==> config.mk <==
export PLATFORM = sky130hd
export DESIGN_NAME = mux_arbiter
export DESIGN_NICKNAME = d
export VERILOG_FILES = /design/src/rtl/mux_arb_pkg.sv /design/src/rtl/mux_arbiter_rr_pick.sv /design/src/rtl/mux_arbiter.sv
export SDC_FILE = /design/constraint.sdc
export NUM_CORES = 1
export LEC_CHECK = 0
export ABC_CLOCK_PERIOD_IN_PS = 3600
export CAP_MARGIN = 20
export CORE_MARGIN = 2
export CORE_UTILIZATION = 44
export DETAILED_ROUTE_END_ITERATION = 12
export GPL_TIMING_DRIVEN = 0
export HOLD_SLACK_MARGIN = 0.02
export PLACE_DENSITY = 0.92
export SLEW_MARGIN = 0
export SYNTH_ARGS = -nofsm -noshare
export SYNTH_HDL_FRONTEND = slang
export SYNTH_SLANG_ARGS = --single-unit
==> constraint.sdc <==
create_clock -name clk -period 3.6 [get_ports clk]
set_input_delay 0.9 -clock clk [delete_from_list [all_inputs] [get_ports clk]]
set_output_delay 0.9 -clock clk [all_outputs]
set_load 0.1 [all_outputs]
==> src/rtl/mux_arb_pkg.sv <==
// Shared types and constants for the four-way round-robin mux arbiter.
package mux_arb_pkg;

  // Default width of each requester data word.
  localparam int unsigned DEF_DATA_W = 8;

  // Requester count; the 2-bit select only covers four requesters.
  localparam int unsigned DEF_N_REQ = 4;

  // Width of the completed-handshake counter.
  localparam int unsigned GRANT_CNT_W = 16;

  // Arbiter states: IDLE looks for a winner, HOLD presents it downstream.
  typedef enum logic [0:0] {
    IDLE = 1'b0,
    HOLD = 1'b1
  } arb_state_e;

  // Select index that follows idx in round-robin order.
  function automatic logic [1:0] next_idx(input logic [1:0] idx);
    return idx + 2'd1;
  endfunction

endpackage

==> src/rtl/mux_arbiter_rr_pick.sv <==
// Combinational round-robin picker: the first set request bit found by
// scanning from ptr upwards, wrapping modulo 4.
module rr_pick (
  input  logic [3:0] req,
  input  logic [1:0] ptr,
  output logic [1:0] gnt_idx,
  output logic       any
);

  logic [1:0] idx;
  logic       found;

  // Scan the four positions in priority order starting at ptr.
  always_comb begin
    gnt_idx = 2'd0;
    found   = 1'b0;
    idx     = 2'd0;
    for (int i = 0; i < 4; i++) begin
      idx = ptr + 2'(i);
      if (!found && req[idx]) begin
        gnt_idx = idx;
        found   = 1'b1;
      end
    end
    any = |req;
  end

endmodule

==> src/rtl/mux_arbiter.sv <==
// Round-robin arbiter feeding an external mux. One requester is accepted per
// IDLE cycle, its word is registered and held until downstream accepts it.
module mux_arbiter
  import mux_arb_pkg::*;
#(
  parameter int unsigned DATA_W = DEF_DATA_W,
  parameter int unsigned N_REQ  = DEF_N_REQ
) (
  input  logic                          clk,
  input  logic                          rst_n,
  input  logic [N_REQ-1:0]              in_valid,
  input  logic [N_REQ-1:0][DATA_W-1:0]  in_data,
  output logic [N_REQ-1:0]              in_ready,
  output logic                          out_valid,
  input  logic                          out_ready,
  output logic [DATA_W-1:0]             out_data,
  output logic [1:0]                    out_sel,
  output logic [GRANT_CNT_W-1:0]        grant_cnt
);

  arb_state_e              state_q, state_d;
  logic [1:0]              ptr_q, ptr_d;
  logic [DATA_W-1:0]       out_data_q, out_data_d;
  logic [1:0]              out_sel_q, out_sel_d;
  logic [GRANT_CNT_W-1:0]  grant_cnt_q;
  logic                    cnt_en;
  logic                    grant;

  logic [3:0]              req;
  logic [1:0]              gnt_idx;
  logic                    any_req;

  assign req = 4'(in_valid);

  rr_pick u_rr_pick (
    .req     (req),
    .ptr     (ptr_q),
    .gnt_idx (gnt_idx),
    .any     (any_req)
  );

  // Next-state logic: grant in IDLE, wait for the downstream handshake in HOLD.
  always_comb begin
    state_d    = state_q;
    ptr_d      = ptr_q;
    out_data_d = out_data_q;
    out_sel_d  = out_sel_q;
    cnt_en     = 1'b0;
    grant      = 1'b0;
    unique case (state_q)
      IDLE: begin
        if (any_req) begin
          grant      = 1'b1;
          out_data_d = in_data[gnt_idx];
          out_sel_d  = gnt_idx;
          state_d    = HOLD;
        end
      end
      HOLD: begin
        // Pointer only moves once the word is actually delivered.
        if (out_ready) begin
          ptr_d   = next_idx(out_sel_q);
          cnt_en  = 1'b1;
          state_d = IDLE;
        end
      end
      default: state_d = IDLE;
    endcase
  end

  // Accept pulse to the winner; gated by reset so nothing is accepted while held.
  always_comb begin
    in_ready = '0;
    if (grant && rst_n) begin
      in_ready[gnt_idx] = 1'b1;
    end
  end

  // State, pointer and output data registers.
  always_ff @(posedge clk or negedge rst_n) begin
    if (!rst_n) begin
      state_q    <= IDLE;
      ptr_q      <= 2'd0;
      out_data_q <= '0;
      out_sel_q  <= 2'd0;
    end else begin
      state_q    <= state_d;
      ptr_q      <= ptr_d;
      out_data_q <= out_data_d;
      out_sel_q  <= out_sel_d;
    end
  end

  // Completed-handshake counter; wraps naturally at full scale.
  always_ff @(posedge clk or negedge rst_n) begin
    if (!rst_n) begin
      grant_cnt_q <= '0;
    end else if (cnt_en) begin
      grant_cnt_q <= grant_cnt_q + 1'b1;
    end
  end

  assign out_valid = (state_q == HOLD);
  assign out_data  = out_data_q;
  assign out_sel   = out_sel_q;
  assign grant_cnt = grant_cnt_q;

endmodule

==> metrics.cfg, run 1 <==
[status]
status = finished clean

[power]
ir_drop_v = 0.000602
combPwrFrac_pct = 61.8
switchingPower_mw = 0.988
sequentialPowerShare_pct = 28.1
power_density_nw_per_um2 = 765
finalPower_mw = 1.79
switching_share_pct = 55.2
p_int_mw = 0.803
p_clk_share_pct = 10.1
p_leak_nw = 1.03

[floorplan]
core_um2 = 3340
io_pins = 70
die_h_um = 62.8
die_w_um = 62.8
die_area_um2 = 3940
row_count = 21
initial_core_util_pct = 45.6

[drt]
dr.pass1.iters = 4
via_per_inst = 5.00
antenna_left = 0
vias = 1340
drc = 0
wirelength_mm = 3.78
drt_iter0_drc = 40
avgRoutedWirePerCell_um = 14.1

[placed_design]
place.gp.congestion = 0.778
dp_hpwl_mm = 2.95
dp.cells = 260
numPortBuffers = 69

[clocking]
cts_buffers = 5
cts_buffer_depth = 2
clock_latency_ns = 0.31
path_clk_slew_ns = 0.08
cts_setup_buffers = 0
cts_tree = yes
cts_max_level = 2
clock-root-buffer = clkbuf_4
numClockSinks = 29

[finish]
final_cells = 268
diodes = 0
final_nets = 261
syn_to_final_growth_pct = 53.9
final_layout_size_suffix_gt1_share_pct = 10.8

[global_route]
groute.usage.overall_pct = 20.8
grt_pass1_vias = 1355
grt-ovfl-total = 0
grt_max_degree = 19
antenna_found_initial = 0
grt_pass1_wl_mm = 6.44

[sta]
rsz0062_at_grt = false
relSlewSlack_pct = 34.5
clock.fmax_mhz = 285
final.period_utilization_pct = 97.5
finalWorstPathRequiredPeriod_ns = 3.51
fin_skew_ns = 0.00804
worstMarginPinSlew_ns = 0.979
maxSlewViolCount = 0
hold_ws_ns = 0.476
setup_viol = 0
hold_viol_final = 0

[setup_path]
reg2reg_setup_slack_ns = 1.87
crit_fanout = 10
cp-end-kind = primary output
cp.required_ns = 2.70
start_kind = primary input
arrival_ns = 2.61
worstSetupPathType = in -> out

[logic_synthesis]
synth_ff_type = dfrtp_1
ys_seq_area_share_pct = 47.7
synth_nets = 184
synth_seq_cells = 29
synth-async-reset-ratio_pct = 100
synth_common_cells = dfrtp_1, nand2_1, mux2i_1, xnor2_1, nor2_1
synth_area_leaders = dfrtp_1, mux2i_1, xnor2_1, nand2_1, o221ai_1
synth_edf_count = 0
post-synth-top-count-cell = dfrtp_1
synth_top_cell_by_area = dfrtp_1
ys_types = 31
avgSynthCellArea_um2 = 10.6
synthCells = 144
ys_warn_count = 0
syn_area_um2 = 1520
synth.top_cell.area_share_pct = 47.7

[worst_hold_path]
hold_class = reg -> reg

[job]
drv_cap = 0

-- power by group through the flow --
stage | Combinational [mW] | Clock (mW) | Sequential, mW
2_1_floorplan | 0.267 | 0 | 1.07
4_1_cts | 1.11 | 0.192 | 0.503
3_3_place_gp | 1.10 | 0 | 0.502
6_report | 1.11 | 0.181 | 0.503
3_5_place_dp | 1.11 | 0 | 0.508
5_1_grt | 1.15 | 0.207 | 0.518
-- metal layers --
metal  vias to the layer above  global-route usage, %  part of all wire (%)
li1                        663                      -                     -
met1                       615                   26.2                    45
met2                        57                   33.9                    46
met3                         5                   7.93                   9.0
met4                         0                   5.00                  0.71
met5                         -                      0                     0
-- registers in the layout, summed over array words and instances, names as in the netlist --
register and count:
grant_cnt 16, out_data 8, out_sel 2, ptr_q 2, out_valid 1
-- path summary, 6_finish.rpt --
check / startpoint / to / cells after the start
worst max-delay path: in_valid[0] / in_ready[2] / 9
worst min-delay path: grant_cnt[15] / grant_cnt[15] / 1
worst max register to register: ptr_q[1] / out_data[3] / 5
worst min register to register: grant_cnt[15] / grant_cnt[15] / 1
max in group asynchronous: rst_n / out_data[5] / 2
min in group asynchronous: rst_n / grant_cnt[1] / 1
-- what timing repair did --
item,in CTS,in global routing
hold buffers,0,0
setup endpoints to repair,4,3
pin swaps,0,0
resized for setup,21,4
-- cell usage in the layout (no fill, tap or decap), drive strengths merged, types with 2 or more instances in the layout --
cell type      netlist  layout
a21oi                4       4
and3                 3       3
buf                  4       6
clkbuf               0       9
clkdlybuf4s50        0      64
clkinv               0       2
dfrtp               29      29
inv                  5       5
mux2i               17      17
nand2               23      23
nand3                8       8
nand4                4       4
nor2                 9       9
nor3                 2       2
o21ai                4       4
o221ai               8       8
xnor2               14      14
xor2                 2       2
-- kinds of logic after synthesis --
logic type                 synth area share, %
muxes                                     11.2
buffers and inverters                     4.52
AOI/OAI and AO/OA                         9.05
DFF                                       47.7
and+or+nand+nor                           17.5
xor gates and xnor gates                  9.21
adders and majority gates                0.822
-- worst max-delay path, cell delays in order --
cell and delay, ns:
clkdlybuf4s50_1 0.49, a21oi_2 0.18, o21ai_2 0.06, o2bb2a_4 0.20, buf_12 0.14, buf_12 0.14
inv_2 0.05, nor2_1 0.10, clkbuf_4 0.34
-- layout make-up --
class                   instances  area (µm²)
flip-flops and latches         29         726
plain buffers                   4        50.0
clock inverters                 2        10.0
fillers                       262         996
repair buffers                 70         711
clock buffers                   6        41.3
well taps                      46        57.6
inverters                       5        18.8
multi-input cells             106         727
-- stage by stage --
step	utilization (%)	worst slack (ns)	setup TNS, ns	area, µm²
finish	70.2	0.0907	0	2340
floorplan	-	-0.132	-0.411	1520
CTS	69.9	0.00277	0	2330
global placement	68.0	-1.18	-4.70	2270
detailed placement	68.8	-0.729	-2.78	2300
global route	70.2	0.0238	0	2340
(Power assumes the default switching activity.)
==> inputs of run 2 (changes only) <==
--- a/config.mk
+++ b/config.mk
@@ -6,13 +6,14 @@
 export NUM_CORES = 1
 export LEC_CHECK = 0
 export ABC_CLOCK_PERIOD_IN_PS = 3600
-export CAP_MARGIN = 20
+export CAP_MARGIN = 30
 export CORE_MARGIN = 2
 export CORE_UTILIZATION = 44
 export DETAILED_ROUTE_END_ITERATION = 12
 export GPL_TIMING_DRIVEN = 0
 export HOLD_SLACK_MARGIN = 0.02
 export PLACE_DENSITY = 0.92
+export REMOVE_ABC_BUFFERS = 1
 export SLEW_MARGIN = 0
 export SYNTH_ARGS = -nofsm -noshare
 export SYNTH_HDL_FRONTEND = slang
==> metrics.cfg, run 2 (synthesis results as in run 1) <==
[sta]
fin_skew_ns = 0.00737
clock.fmax_mhz = 287
relSlewSlack_pct = 33.5
hold_viol_final = 0
worstMarginPinSlew_ns = 0.995
rsz0062_at_grt = true
fin_ws_ns = 0.111
setup_viol = 0
final.period_utilization_pct = 96.9
maxSlewViolCount = 0
finalWorstPathRequiredPeriod_ns = 3.49

[global_route]
grt_max_degree = 22
antenna_found_initial = 0
grt-ovfl-total = 0
busiest_layer = met2
met1_usage_pct = 23.6
use_met3_pct = 6.49
grt_pass1_wl_mm = 6.21
globalRouteMet2Util_pct = 33.7
grt_pass1_vias = 1392
groute.usage.overall_pct = 20.1

[drt]
avgRoutedWirePerCell_um = 13.4
wirelength_mm = 3.52
antenna_left = 0
vias = 1320
drt_iter0_drc = 53
via_per_inst = 5.02
drc = 0
dr.pass1.iters = 4

[finish]
syn_to_final_growth_pct = 51.6
largest_reg_flops = 16
diodes = 0
utilization_pct = 69.1
final_layout_size_suffix_gt1_share_pct = 9.22
layout_common_cells = clkdlybuf4s50_1, dfrtp_1, nand2_1
layout_commonest_cell = clkdlybuf4s50_1
final_nets = 257

[setup_path]
crit_path_top_delay_cell = clkdlybuf4s50_1
reg2reg_setup_slack_ns = 1.92
cp-end-kind = primary output
r2r-start = ptr_q[1]
worstReg2RegEnd = out_data[3]
cpLargestDelayFamily = buffers and inverters
crit_path_max_incr_delay_ns = 0.49
cp.required_ns = 2.70
crit_end = in_ready[3]
arrival_ns = 2.59
crit_fanout = 19
path_depth = 7
startpoint = in_valid[0]
start_kind = primary input
worstSetupPathType = in -> out
crit_chain = clkdlybuf4s50_1 > a21oi_2 > o21ai_2 > o2bb2a_4 > inv_2 > nor2_1 > clkbuf_4
reg2reg_depth = 5
worst-path-buf-inv = 3

[power]
p_leak_nw = 1.01
ir_drop_v = 0.000626
power_density_nw_per_um2 = 791

[job]
drv_cap = 0

[clocking]
cts_tree = yes
clock-root-buffer = clkbuf_4
cts_buffer_depth = 2
cts_buffers = 5
path_clk_slew_ns = 0.09
cts_hold_buf = 0
cts_max_level = 2
clock_latency_ns = 0.32
numClockSinks = 29

[floorplan]
die_w_um = 62.8
io_pins = 70
die_area_um2 = 3940
core_um2 = 3340
row_count = 21
initial_core_util_pct = 45.6
die_h_um = 62.8

[status]
status = finished clean

[placed_design]
place_ws_ns = -0.688
place.gp.congestion = 0.736
dp_hpwl_mm = 2.70
numPortBuffers = 69

[worst_hold_path]
hp-start = out_data[6]
hold_class = reg -> reg

==> run 2: report_power, final <==
part	internal [mW]	switching, mW
logic	0.288	0.785
registers	0.412	0.0891
clock network	0.141	0.109
total	0.842	0.983
==> run 2: layout make-up <==
| cell class | count | area, µm² |
|---|---|---|
| Multi-Input combinational cell | 106 | 727 |
| Timing Repair Buffer | 70 | 704 |
| Clock inverter | 2 | 35.0 |
| Clock buffer | 5 | 37.5 |
| Inverter | 5 | 18.8 |
| Sequential cell | 29 | 726 |
| Fill cell | 273 | 1030 |
| Tap cell | 46 | 57.6 |
==> run 2: routing by layer <==
layer  wire length (µm)  up-vias
met1               1580      627
met5                  0        -
li1                   -      654
met4                 34        0
met3                142        2
met2               1770       37
==> run 2: metrics by stage <==
step | hold slack, ns | std cells | setup TNS [ns] | cell area [µm²] | power [mW]
finish | 0.497 | 263 | 0 | 2310 | 1.82
global placement | 0.468 | 255 | -4.58 | 2220 | 1.57
floorplan | 0.472 | 140 | -0.204 | 1470 | 1.30
detailed placement | 0.481 | 256 | -2.68 | 2250 | 1.59
global route | 0.510 | 263 | -0.00789 | 2310 | 1.92
CTS | 0.503 | 263 | 0 | 2300 | 1.84
==> run 2: worst register-to-register path, cell delays in order (launching register included) <==
cell and delay, ns:
dfrtp_1 0.46, mux2i_1 0.21, nor2_1 0.07, or3_1 0.38, nand2_1 0.24, o221ai_1 0.18
==> run 2: timing repair <==
action / in CTS / in global routing
resized for setup: 21 / 3
endpoints found under the setup margin: 4 / 3
buffers inserted: 0 / 0
==> run 2: how the worst min path moves through the flow <==
stage,depth (start not counted),end,slack (ns)
finish,2,out_data[6],0.50
floorplan,2,ptr_q[0],0.47
global placement,2,out_data[0],0.47
detailed placement,1,grant_cnt[15],0.48
CTS,1,grant_cnt[15],0.50
global route,1,grant_cnt[15],0.51
